### src/rtl/axi_fifo_pkg.sv
// Shared constants and helpers for the axi_fifo_* family of stream buffers.
package axi_fifo_pkg;

    // Legal log2 storage depth for SRL-based FIFOs (one SRLC32E deep at most).
    localparam int unsigned SizeMin  = 1;
    localparam int unsigned SizeMax  = 5;

    // Physical depth and address width of one SRLC32E primitive.
    localparam int unsigned SrlDepth = 32;
    localparam int unsigned SrlAddrW = 5;

    // Total capacity in words: SRL storage plus the registered output stage.
    function automatic int unsigned fifo_cap(input int unsigned size);
        return (32'd1 << size) + 32'd1;
    endfunction

endpackage

### src/rtl/axi_fifo_srl_mem.sv
// SRLC32E-style shift-register storage: new words enter at tap 0, older words
// move one tap up per write, and any tap can be read combinationally.
module axi_fifo_srl_mem
    import axi_fifo_pkg::*;
#(
    parameter int unsigned WIDTH = 33,
    parameter int unsigned ABITS = 5
) (
    input  logic             clk,
    input  logic             we,
    input  logic [WIDTH-1:0] din,
    input  logic [ABITS-1:0] addr,
    output logic [WIDTH-1:0] dout
);

    logic [WIDTH-1:0]    srl_q [SrlDepth];
    logic [SrlAddrW-1:0] tap;

    // Upper primitive address bits are tied low when ABITS < 5.
    assign tap  = SrlAddrW'(addr);
    assign dout = srl_q[tap];

    // Shift on write; the primitive has no reset so neither does this array.
    always_ff @(posedge clk) begin
        if (we) begin
            srl_q[0] <= din;
            for (int i = 1; i < SrlDepth; i++) begin
                srl_q[i] <= srl_q[i-1];
            end
        end
    end

endmodule

### src/rtl/axi_fifo_srl.sv
// AXI4-Stream FIFO: 2**SIZE words of SRL storage plus one registered output
// stage, tlast carried as a sideband bit, with space/occupied counters.
// Optional packet mode (macro AXI_FIFO_SRL_PKT_MODE_EN) holds o_tvalid low
// until at least one complete packet is buffered.
module axi_fifo_srl
    import axi_fifo_pkg::*;
#(
    parameter int unsigned WIDTH = 32,
    parameter int unsigned SIZE  = 5
) (
    input  logic             clk,
    input  logic             reset,
    input  logic             clear,
    input  logic [WIDTH-1:0] i_tdata,
    input  logic             i_tlast,
    input  logic             i_tvalid,
    output logic             i_tready,
    output logic [WIDTH-1:0] o_tdata,
    output logic             o_tlast,
    output logic             o_tvalid,
    input  logic             o_tready,
    output logic [SIZE:0]    space,
    output logic [SIZE:0]    occupied
);

    localparam int unsigned    CAP      = fifo_cap(SIZE);
    localparam logic [SIZE:0]  CapCnt   = CAP[SIZE:0];
    localparam logic [SIZE:0]  CntOne   = (SIZE+1)'(1);
    localparam logic [SIZE-1:0] PtrOne  = SIZE'(1);
    localparam int unsigned    FullAtI  = (32'd1 << SIZE) - 32'd2;
    localparam logic [SIZE-1:0] FullAt  = FullAtI[SIZE-1:0];

    logic [SIZE-1:0] a_q;
    logic            empty_q;
    logic            full_q;
    logic            int_valid_q;
    logic [WIDTH-1:0] tdata_q;
    logic            tlast_q;
    logic [SIZE:0]   occupied_q;
    logic [SIZE:0]   space_q;
    logic [WIDTH:0]  tap_data;

    logic write;
    logic pop;
    logic read;
    logic int_tready;
    logic flush;

    assign flush    = reset | clear;
    assign i_tready = ~full_q;
    assign write    = i_tvalid & i_tready;
    assign pop      = ~empty_q & int_tready;
    assign read     = o_tvalid & o_tready;
    assign o_tdata  = tdata_q;
    assign o_tlast  = tlast_q;
    assign space    = space_q;
    assign occupied = occupied_q;

    axi_fifo_srl_mem #(
        .WIDTH (WIDTH + 1),
        .ABITS (SIZE)
    ) u_mem (
        .clk  (clk),
        .we   (write),
        .din  ({i_tlast, i_tdata}),
        .addr (a_q),
        .dout (tap_data)
    );

`ifdef AXI_FIFO_SRL_PKT_MODE_EN
    logic [SIZE:0] pkt_count_q;
    logic          pkt_inc;
    logic          pkt_dec;

    assign pkt_inc  = write & i_tlast;
    assign pkt_dec  = read & o_tlast;
    assign o_tvalid = int_valid_q & (pkt_count_q != '0);

    // Count complete packets held anywhere in the FIFO.
    always_ff @(posedge clk) begin
        if (flush) begin
            pkt_count_q <= '0;
        end else if (pkt_inc && !pkt_dec) begin
            pkt_count_q <= pkt_count_q + CntOne;
        end else if (pkt_dec && !pkt_inc) begin
            pkt_count_q <= pkt_count_q - CntOne;
        end
    end
`else
    assign o_tvalid = int_valid_q;
`endif

    // A word gated off by packet mode still occupies the output register, so
    // the stage only advances when it is empty or its word is being read.
    always_comb begin
        int_tready = (o_tready & o_tvalid) | ~int_valid_q;
    end

    // Read pointer tracks the oldest word in storage; empty/full flags.
    always_ff @(posedge clk) begin
        if (flush) begin
            a_q     <= '0;
            empty_q <= 1'b1;
            full_q  <= 1'b0;
        end else if (write && !pop) begin
            empty_q <= 1'b0;
            if (!empty_q) begin
                a_q <= a_q + PtrOne;
                if (a_q == FullAt) begin
                    full_q <= 1'b1;
                end
            end
        end else if (pop && !write) begin
            full_q <= 1'b0;
            if (a_q == '0) begin
                empty_q <= 1'b1;
            end else begin
                a_q <= a_q - PtrOne;
            end
        end
    end

    // Output register loads the oldest stored word whenever it may advance.
    always_ff @(posedge clk) begin
        if (flush) begin
            tdata_q     <= '0;
            tlast_q     <= 1'b0;
            int_valid_q <= 1'b0;
        end else if (int_tready) begin
            tdata_q     <= tap_data[WIDTH-1:0];
            tlast_q     <= tap_data[WIDTH];
            int_valid_q <= ~empty_q;
        end
    end

    // Occupancy counters move on the interface handshakes, never the pop.
    always_ff @(posedge clk) begin
        if (flush) begin
            occupied_q <= '0;
            space_q    <= CapCnt;
        end else if (write && !read) begin
            occupied_q <= occupied_q + CntOne;
            space_q    <= space_q - CntOne;
        end else if (read && !write) begin
            occupied_q <= occupied_q - CntOne;
            space_q    <= space_q + CntOne;
        end
    end

endmodule
### config.mk
export PLATFORM = sky130hd
export DESIGN_NAME = axi_fifo_srl
export DESIGN_NICKNAME = d
export VERILOG_FILES = /design/src/rtl/axi_fifo_pkg.sv /design/src/rtl/axi_fifo_srl_mem.sv /design/src/rtl/axi_fifo_srl.sv
export SDC_FILE = /design/constraint.sdc
export NUM_CORES = 1
export LEC_CHECK = 0
export ABC_AREA = 1
export CAP_MARGIN = 20
export CORE_ASPECT_RATIO = 1.2
export CORE_MARGIN = 1.5
export CORE_UTILIZATION = 25
export DETAILED_ROUTE_END_ITERATION = 7
export PLACE_DENSITY = 0.4
export SLEW_MARGIN = 10
export SYNTH_ARGS = -nofsm -noshare
export SYNTH_HDL_FRONTEND = slang
export SYNTH_SLANG_ARGS = --single-unit
### constraint.sdc
create_clock -name clk -period 31.8 [get_ports clk]
set_clock_uncertainty 0.15 [all_clocks]
set_input_delay 4.77 -clock clk [delete_from_list [all_inputs] [get_ports clk]]
set_output_delay 4.77 -clock clk [all_outputs]
set_load 0.05 [all_outputs]
; Word level (Yosys, flattened, before mapping)
; Memory sizes are Yosys's and may differ from the RTL's. A register that Yosys moved wholly into a read port is not among the register bits.
; Index checks and enable logic that the tools add are counted.
[totals]
ram_bits = 1056
mem_count = 1
regBits = 20
out_inout_bits = 47
[mem_list]
columns = memory, words, word_bits, rd, rd_ports_with_merged_regs, wr, line_no
row1 = u_mem.srl_q, 32, 33, 32, 1, 32, axi_fifo_srl_mem.sv:16  ; logic [WIDTH-1:0] srl_q [SrlDepth];
[op_classes]
reduce_logical = 14
mux = 17
eq_ne = 4
n_bitwise = 8
addsub = 6
[op_table]
columns = operator, n
row1 = 6-bit 2-to-1 mux, 4
row2 = 5-bit 2-to-1 mux, 4
row3 = "6-bit by 1-bit adder with 6-bit output, second input constant", 2
row4 = "6-bit by 1-bit subtractor with 6-bit output, second input constant", 2
row5 = 1-bit 2-to-1 mux, 9
row6 = 3-bit AND reduction, 2
row7 = 2-bit nonzero test, 3
row8 = "5-bit by 1-bit adder with 5-bit output, second input constant", 1
row9 = "5-bit == test, second input constant", 1
row10 = 5-bit logical NOT, 1
row11 = "5-bit by 1-bit subtractor with 5-bit output, second input constant", 1
row12 = 1-bit logical AND, 4
row13 = "2-bit != test, second input constant", 2
row14 = 1-bit bitwise AND, 3
row15 = 1-bit logical NOT, 3
row16 = 1-bit NOT, 3
row17 = "2-bit by 1-bit != test with 1-bit output, second input constant", 1
row18 = 1-bit OR, 2
row19 = 2-bit AND reduction, 1

; Logic depth before layout (Yosys ltp)
; Gate-level depths: netlist (run 1).
[logic_depth]
depth_word = 7
depth_mapped = 16

; Modules after synthesis
; A second synthesis (run 1) with hierarchy kept.
[hier_totals]
cells_unflattened = 3916
area_unflattened_um2 = 45424.8
[by_module_without_submodules]
columns = mod, area_per_inst_um2, n_inst, cells_each
row1 = axi_fifo_srl_mem, 42816.1, 1, 3563
row2 = axi_fifo_srl, 2608.8, 1, 353

; Least setup slack after synthesis (run 1)
; No wires, ideal clock.
[synth_path]
kind = input port to flip-flop
start = input port i_tvalid
end = register a_q[4]
setup_slack_ps = 2782
t_arrival_ps = 28755
setup_time_ps = 113
required_time_ps = 31537
cell_stages = 11
path_cell_list = nand2_1 > inv_1 > ha_1 > inv_1 > ha_1 > a21oi_1 > nor2_1 > o21ai_0 > nand3_1 > nor2_1 > nor2_1
[synth_via]
elab_chain_len = 5
word_cells_on_any_way = 9
[synth_lines]
columns = element, line_no
row1 = from (decl), axi_fifo_srl.sv:16  ; input logic i_tvalid,
row2 = 1-bit bitwise AND *, axi_fifo_srl.sv:51  ; assign write = i_tvalid & i_tready;
row3 = via u_mem.we, axi_fifo_srl_mem.sv:10  ; input logic we,
row4 = 1-bit logical NOT, axi_fifo_srl.sv:113  ; end else if (pop && !write) begin
row5 = 1-bit logical AND, axi_fifo_srl.sv:113
row6 = 2-bit nonzero test (no line), -
row7 = 3-bit AND reduction (no line), -
row8 = to (signal assigned), axi_fifo_srl.sv:108  ; a_q <= a_q + PtrOne;
row9 = to (signal assigned), axi_fifo_srl.sv:118  ; a_q <= a_q - PtrOne;
row10 = to (decl), axi_fifo_srl.sv:33  ; logic [SIZE-1:0] a_q;
; Mark *: on every way through the listed nets, which the timed path passes. The rest lies on a longest branch.
; A chain may end at the register's enable or synchronous reset.

==> results of run 1 <==
-- per-stage QoR --
step / worst slack (ps) / util [%] / cells / total power [W] / instance area (sq um)
after floorplan: 2780 / - / 4463 / 0.00197 / 47200
after global placement: 21970 / 26.7 / 6809 / 0.00199 / 50100
after detailed placement: 21900 / 26.7 / 6809 / 0.00199 / 50100
after CTS: 22750 / 28.9 / 7046 / 0.00348 / 54200
after global routing: 22460 / 28.9 / 7047 / 0.00357 / 54200
final: 22810 / 28.9 / 7047 / 0.00342 / 54200
-- cells in the final DEF, fill, tap and decap left out, drive strengths merged --
master and count:
bufinv 4, ha 13, clkinvlp 2, a21o 1, dfxtp 53, nor2 89, nand2 1648, xnor2 6
clkbuf 173, buf 40, nand4 3, o21ai 77, a211oi 1, fa 1, a21oi 27, clkinv 56
nor3 2, diode 1, o211ai 17, inv 539, nand3 681, nor4 1, o21bai 1, xor2 7
edfxtp 1056, clkdlybuf4s50 84
-- power groups by stage --
stage / logic, W / registers, W / clock network, W
floorplan: 0.000146 / 0.00182 / 0
global placement: 0.000226 / 0.00176 / 0
detailed placement: 0.000226 / 0.00177 / 0
CTS: 0.000227 / 0.00174 / 0.00152
global route: 0.000252 / 0.00175 / 0.00157
finish: 0.000219 / 0.00174 / 0.00146
-- path summary, 6_finish.rpt --
kind | startpoint | endpoint | slack, ps | cells after the start
min reg2reg | u_mem.srl_q[6][13]$_DFFE_PP_ | u_mem.srl_q[7][13]$_DFFE_PP_ | 280 | 0
min | u_mem.srl_q[6][13]$_DFFE_PP_ | u_mem.srl_q[7][13]$_DFFE_PP_ | 280 | 0
max reg2reg | full_q$_SDFFE_PP0P_ | u_mem.srl_q[10][30]$_DFFE_PP_ | 26860 | 7
max | i_tvalid | u_mem.srl_q[10][30]$_DFFE_PP_ | 22810 | 7
-- layer usage --
layer / vias up / wire (um) / global-route usage (%)
met3: 151 / 5240 / 2.43
met5: - / 13 / 0
met2: 523 / 52200 / 18.8
met4: 2 / 2450 / 3.56
met1: 14501 / 56800 / 17.3
li1: 14726 / - / -
-- state kept, by name, summed over array words and instances, names as in the netlist --
signal,flops
o_tvalid,1
o_tlast,1
occupied,6
empty_q,1
u_mem.srl_q,1056
space,6
full_q,1
o_tdata,32
a_q,5
-- final cells by class --
class,count,share of cell area (%)
clock inverters,64,1.04
well taps,2464,5.69
inverters,537,3.82
repair buffers,124,2.17
diodes,1,0.00462
multi-input cells,2575,20.2
flip-flops and latches,1109,60.5
clock buffers,173,6.57
-- logic make-up after synthesis --
family	synth area share, %
AO/OA/AOI/OAI	1.42
XOR/XNOR	0.241
adder cells (fa/ha/maj)	0.387
buffers and inverters	7.39
flip-flops	69.4
AND/OR/NAND/NOR	21.1
-- critical path, cell delays in order --
cell	delay, ps
clkdlybuf4s50_1	460
nand2_1	160
inv_8	330
buf_4	720
buf_4	810
buf_4	830
buf_4	930
==> flow_results.org, run 1 <==
** Run status
- The flow ran to the end, and the final reports show no timing, DRC or antenna violations.

** Clocking
- The number of gates resized after CTS was 0.
- Number of clock sinks seen by CTS :: 1109
- TritonCTS built the clock tree.
- Counting along the longest clock path gives a buffer depth of 3.
- The tree is rooted in a clkbuf_16.
- Clock latency on the worst-skew pair :: 780 ps
- Number of buffers added by the clock tree synthesis step :: 133
- Clock-pin slew was measured on the worst setup and hold paths at 60 ps.
- In this run, post-CTS hold repair placed 0 buffers.
- Number of H-tree levels :: 4
- Post-CTS Repair Setup Buffers :: 0

** Synthesis
- The number of nets in the synthesized netlist is 4515.
- Most used DFF post-synth :: edfxtp_1
- Dominant cell by count in the synthesized netlist :: nand2_1
- The synthesized design contains 1056 enable-type register cells.
- Area of the mapped netlist :: 47200 sq um
- Register area share after synthesis :: 69.4%
- Ys async rst share :: 0%
- Gate count after technology mapping :: 4463
- Unique cell type count in the Yosys netlist :: 31
- Ranked by instance count, the synthesized netlist is headed by nand2_1 (1648), edfxtp_1 (1056), nand3_1 (681).
- Count of state elements after synthesis :: 1109
- Mean instance size in the synthesized netlist :: 10.6 sq um
- Cell accounting for the most synthesized area :: edfxtp_1
- Of the post-synthesis cell area, the dominant cell type holds 67.2%.
- Dominant cells by area after synthesis :: edfxtp_1 (67%), nand2_1 (13%), nand3_1 (7.2%)
- Number of warnings issued by yosys :: 0

** Pwr
- Internal power contribution :: 0.00259 W
- In this run the power spent charging and discharging nets is 0.000829 W.
- In this run switching power makes up 24.3% of total power.
- For this design the static power due to leakage is 22.2 nW.
- In this run the power density over the cells is 63.0 nW/um^2.
- Of the total power, combinational logic draws 6.4%.
- Clock share of power :: 42.8%
- The share of total power dissipated in sequential elements is 50.8%.
- Maximum vdd ir drop :: 0.0382 mV

** Floorplan
- 85 I/O pins were placed.
- Starting utilization of the core area :: 25.2%
- Die X :: 400 um
- The die covers 191000 sq um.
- Row generation in the floorplan step produced 174 rows.
- Die Y-Extent :: 479 um
- Core Footprint :: 187000 sq um

** Place
- Placer congestion estimate :: 0.704
- The wire-length estimate of the detail-placed layout is 58500 um.
- During placement, the flow inserted port buffers numbering 84.

** Min path
- Hold/Removal Path Class :: flop to flop

** GRT
- The first global-routing pass estimated 183000 um of wire.
- Across every metal layer, demand over resource in global routing totals 12.2%.
- Vias in the first global route :: 29514
- Total grt overflow :: 0
- Pin count of the biggest net entering global routing :: 221
- The initial antenna violation count is 7.

** Timing
- Setup repair after global routing left no endpoint under its margin.
- Static timing analysis puts the maximum clock frequency at 111 MHz.
- Actual slew at the worst max-slew pin :: 1070 ps
- Setup-failing EPs final :: 0
- Final clock period utilization by the worst path :: 28.3%
- Final critical-path required period :: 8990 ps
- Final number of hold-violating endpoints :: 0
- Accumulated negative setup slack :: 0 ps
- WHS :: 278 ps
- Worst-case headroom to the max-slew limit :: 28.5%
- The number of max-slew violations in the final report is 0.

** Setup path
- The worst setup path is captured at a flop.
- Required time worst endpoint :: 32020 ps
- Data on the critical path arrives at its endpoint at 9210 ps.
- Worst-path maximum fanout :: 83
- The worst setup path is of the input port to flop kind.
- Crit start category :: input port

** Job
- The tool flagged a number of max-cap violations equal to 0.

** Finish
- The net count of the finished layout is 4532.
- In the final layout, flip-flops and latches occupy 32800 sq um.
- Multi-input logic area :: 11000 sq um
- Fill cells in the final layout number 19367.
- Area Growth Syn to Fin :: 14.8%
- Fraction of final layout cells sized beyond drive strength 1 :: 5.17%

** Detailed routing
- Dividing the detail-routed wire length by the instance count gives 16.6 um.
- In this run the remaining antenna-violating nets after routing total 0.
- For this run, design rule violations remaining after detail routing come to 0.
- Detailed Route WL :: 117000 um
- Post-DR vias/cell :: 4.24
- The detailed router placed 29903 vias in this run.
- After the first detailed-routing iteration, the DRC count stood at 2077.
- The first detailed-routing pass ran for 7 iterations.
Power figures use the tool's default switching activity.
==> run 2: changes to the inputs <==
==> constraint.sdc (replaced) <==
create_clock -name clk -period 8.7 [get_ports clk]
set_clock_uncertainty 0.15 [all_clocks]
set_input_delay 1.305 -clock clk [delete_from_list [all_inputs] [get_ports clk]]
set_output_delay 1.305 -clock clk [all_outputs]
set_load 0.05 [all_outputs]
==> flow_results.org, run 2 (synthesis gave the netlist of run 1 again) <==
** GRT
- Vias in the first global route :: 29541 (was 29514)
- The total global routing overflow was 0 (unchanged).
- The initial antenna violation count came to 4 (was 7).
- The overall track demand over capacity in global routing came to 12.2% (about the same).
- The maximum number of pins on one net before global-route repair came to 284 (was 221).
- Wire length of the first global-routing pass :: 183000 um (about the same)

** Setup path
- The family of cells with the greatest summed delay on the critical path is buffers and inverters (unchanged).
- The beginning of the critical path is i_tvalid (unchanged).
- The classification of the worst setup path was input port to flop (unchanged).
- The data arrival time of the critical path is 4700 ps (was 9210 ps).
- The origin of the critical flop-to-flop path is a_q[0]$_SDFFE_PP0P_ (was full_q$_SDFFE_PP0P_).
- Nature of the critical path endpoint :: flop (unchanged)
- The end of the worst register-to-register path is o_tdata[20]$_SDFFE_PP0N_ (was u_mem.srl_q[10][30]$_DFFE_PP_).
- Dominant cell type by count on the critical path :: buf_4 (unchanged)
- The total buffers and inverters traversed by the critical path was 5 (was 6).
- Crit start category :: input port (unchanged)
- R2r setup slk :: 4490 ps (was 26860 ps)
- The top fanout value on the critical path came to 159 (was 83).
- Crit path max-delay cell type :: buf_4 (unchanged)
- Cell breakdown of the critical path: clkdlybuf4s50_1 -> nand2_2 -> clkinvlp_4 -> buf_4 -> buf_12 -> buf_4 (was clkdlybuf4s50_1 -> nand2_1 -> inv_8 -> buf_4 -> buf_4 -> buf_4 -> buf_4).
- The end point of the critical path is u_mem.srl_q[23][16]$_DFFE_PP_ (was u_mem.srl_q[10][30]$_DFFE_PP_).
- The highest cell delay on the worst timing path is 880 ps (was 930 ps).
- The critical path depth is 6 (was 7).
- Worst Reg2Reg Path Length in Cells :: 11 (was 7)
- Required time worst endpoint :: 8900 ps (was 32020 ps)

** Finish
- Commonest non-fill, non-tap cell in the layout :: nand2_1 (unchanged)
- The number of nets at the end of the flow is 4531 (was 4532).
- Number of fill cells in the layout :: 19381 (was 19367)
- The footprint of the multi-input gates was 11000 sq um (about the same).
- Sequential cell area :: 32800 sq um (unchanged)
- The share of final-layout standard cells stronger than drive strength 1 was 5.26% (was 5.17%).
- The post-route standard cell area excluding fillers came to 54300 sq um (was 54200 sq um).
- Top reg by flops :: u_mem.srl_q (unchanged)
- Area Growth Syn to Fin :: 15.0% (was 14.8%)
- Max FFs per register :: 1056 (unchanged)
- Highest-count cells in the layout ignoring fill and taps: nand2_1 (1647), edfxtp_1 (1056), nand3_1 (681) (was nand2_1 (1648), edfxtp_1 (1056), nand3_1 (681)).

** Place
- Placer congestion estimate :: 0.689 (was 0.704)
- Number of buffers added on ports :: 84 (unchanged)
- The HPWL reported at the end of detailed placement came to 57900 um (was 58500 um).
- Pre-CTS setup slack :: 3490 ps (was 21900 ps)
- The placement-stage cell area was 50200 sq um (was 50100 sq um).

** Clocking
- The number of gates resized after cts came to 0 (unchanged).
- The hold-fix buffer count after cts came to 0 (unchanged).
- Clock slew at reported path FFs :: 60 ps (about the same)
- CTS tree :: built (unchanged)
- Number of clock sinks seen by CTS :: 1109 (unchanged)
- The post-CTS repair timing setup buffer count is 0 (unchanged).
- The H-tree depth reported by CTS is 4 (unchanged).
- Number of buffers added by the clock tree synthesis step :: 133 (unchanged)
- Clk Tree Root Cell :: clkbuf_16 (unchanged)
- The buffer depth of the longest clock path came to 3 (unchanged).
- The clock latency at the later pin of the worst-skew pair was 750 ps (was 780 ps).

** Floorplan
- Starting utilization of the core area :: 25.2% (unchanged)
- Die Y-Extent :: 479 um (unchanged)
- The die extent in x is 400 um (unchanged).
- Die area :: 191000 sq um (unchanged)
- Core Footprint :: 187000 sq um (unchanged)
- The I/O pin count came to 85 (unchanged).
- The count of standard-cell rows is 174 (unchanged).

** Pwr
- Pwr Total :: 0.0124 W (was 0.00342 W)
- The cell leakage power was 22.2 nW (about the same).
- Pwr/cell area :: 229 nW/um^2 (was 63.0 nW/um^2)
- Maximum vdd ir drop :: 0.185 mV (was 0.0382 mV)

** Timing
- Of the available clock period, the critical path in the final layout requires 51.7%.
- Slew Viols, Final :: 0 (unchanged)
- The routed design could run at a clock period as short as 4500 ps.
- The final setup TNS is 0 ps (unchanged).
- RSZ-0062 raised after global routing :: no (unchanged)
- For this run, the top clock speed supported by timing is 222 MHz.
- Actual slew at the worst max-slew pin :: 1110 ps (was 1070 ps)
- The count of endpoints failing setup in the final report came to 0 (unchanged).
- The count of final hold-check violations came to 0 (unchanged).
- The final worst slack is 4200 ps (was 22810 ps).
- Worst-case headroom to the max-slew limit :: 25.7% (was 28.5%)

** Min path
- The worst hold path cell count came to 0 (unchanged).
- Hold/Removal Path Class :: flop to flop (unchanged)

** Detailed routing
- The met3 routed wirelength was 4490 um (was 5240 um).
- The total wire length was 117000 um (about the same).
- Wire length on met2 :: 51200 um (was 52200 um)
- Post-DR vias/cell :: 4.25 (was 4.24)
- The number of optimization iterations in the first detailed-route pass is 5 (was 7).
- The via total after detailed routing was 29966 (was 29903).
- The final routed DRC violation total is 0 (unchanged).
- The number of routed nets with antenna violations came to 0 (unchanged).
- Wirelength per Cell :: 16.6 um (about the same)
- Highest Signal Layer :: met4 (was met5)
- The first-iteration detailed-routing DRC count came to 2197 (was 2077).
- The total routed wire length on the met1 layer came to 59200 um (was 56800 um).

** Job
- Number of violations of the max-capacitance limit :: 0 (unchanged)

** Run status
- Status :: completed (unchanged)
run 2: cell count changes in the layout (fill, tap and decap cells not counted), sizes merged:
cell / before / now
inv: 539 / 536
bufinv: 4 / 3
buf: 40 / 39
clkbuf: 173 / 183
clkinv: 56 / 50
clkinvlp: 2 / 1
run 2: per-stage QoR:
| step | cells | utilization [%] | hold slack (ps) |
|---|---|---|---|
| 6_report | 7045 | 29.0 | 287 |
| 5_1_grt | 7045 | 29.0 | 286 |
| 4_1_cts | 7043 | 28.9 | 273 |
| 3_5_place_dp | 6807 | 26.8 | 282 |
| 3_3_place_gp | 6807 | 26.8 | 277 |
| 2_1_floorplan | 4463 | - | 271 |
run 2: worst min path at each step:
stage,slack (ps),endpoint,startpoint
after global routing,290,u_mem.srl_q[29][1]$_DFFE_PP_,u_mem.srl_q[28][1]$_DFFE_PP_
after detailed placement,280,u_mem.srl_q[22][31]$_DFFE_PP_,u_mem.srl_q[21][31]$_DFFE_PP_
after floorplan,270,u_mem.srl_q[20][12]$_DFFE_PP_,u_mem.srl_q[19][12]$_DFFE_PP_
after CTS,270,u_mem.srl_q[21][1]$_DFFE_PP_,u_mem.srl_q[20][1]$_DFFE_PP_
after global placement,280,u_mem.srl_q[31][20]$_DFFE_PP_,u_mem.srl_q[30][20]$_DFFE_PP_
final,290,u_mem.srl_q[29][1]$_DFFE_PP_,u_mem.srl_q[28][1]$_DFFE_PP_
run 2: area by class of cell:
class	instances	area share [%]
clock buffers	183	6.78
clock inverters	53	0.726
inverters	537	3.82
flip-flops and latches	1109	60.4
well taps	2464	5.68
multi-input cells	2575	20.3
repair buffers	123	2.26
diodes	1	0.00461
run 2: layer usage:
layer	track usage (%)	vias up
met5	0	-
met4	3.20	0
met3	2.14	155
met2	18.4	510
met1	17.9	14578
li1	-	14723
run 2: power breakdown:
group | switching (W) | internal [W] | leakage [nW]
Combinational | 0.000572 | 0.000240 | 9.47
Sequential | 0.000156 | 0.00619 | 10.8
Clock | 0.00222 | 0.00305 | 2.00
Total | 0.00295 | 0.00948 | 22.2
run 2: worst register-to-register path: cells and delay by family, from the launching register on:
family / cells / cell delay, ps
flip-flops: 1 / 990
buffers and inverters: 3 / 1810
AND/OR/NAND/NOR: 8 / 1210
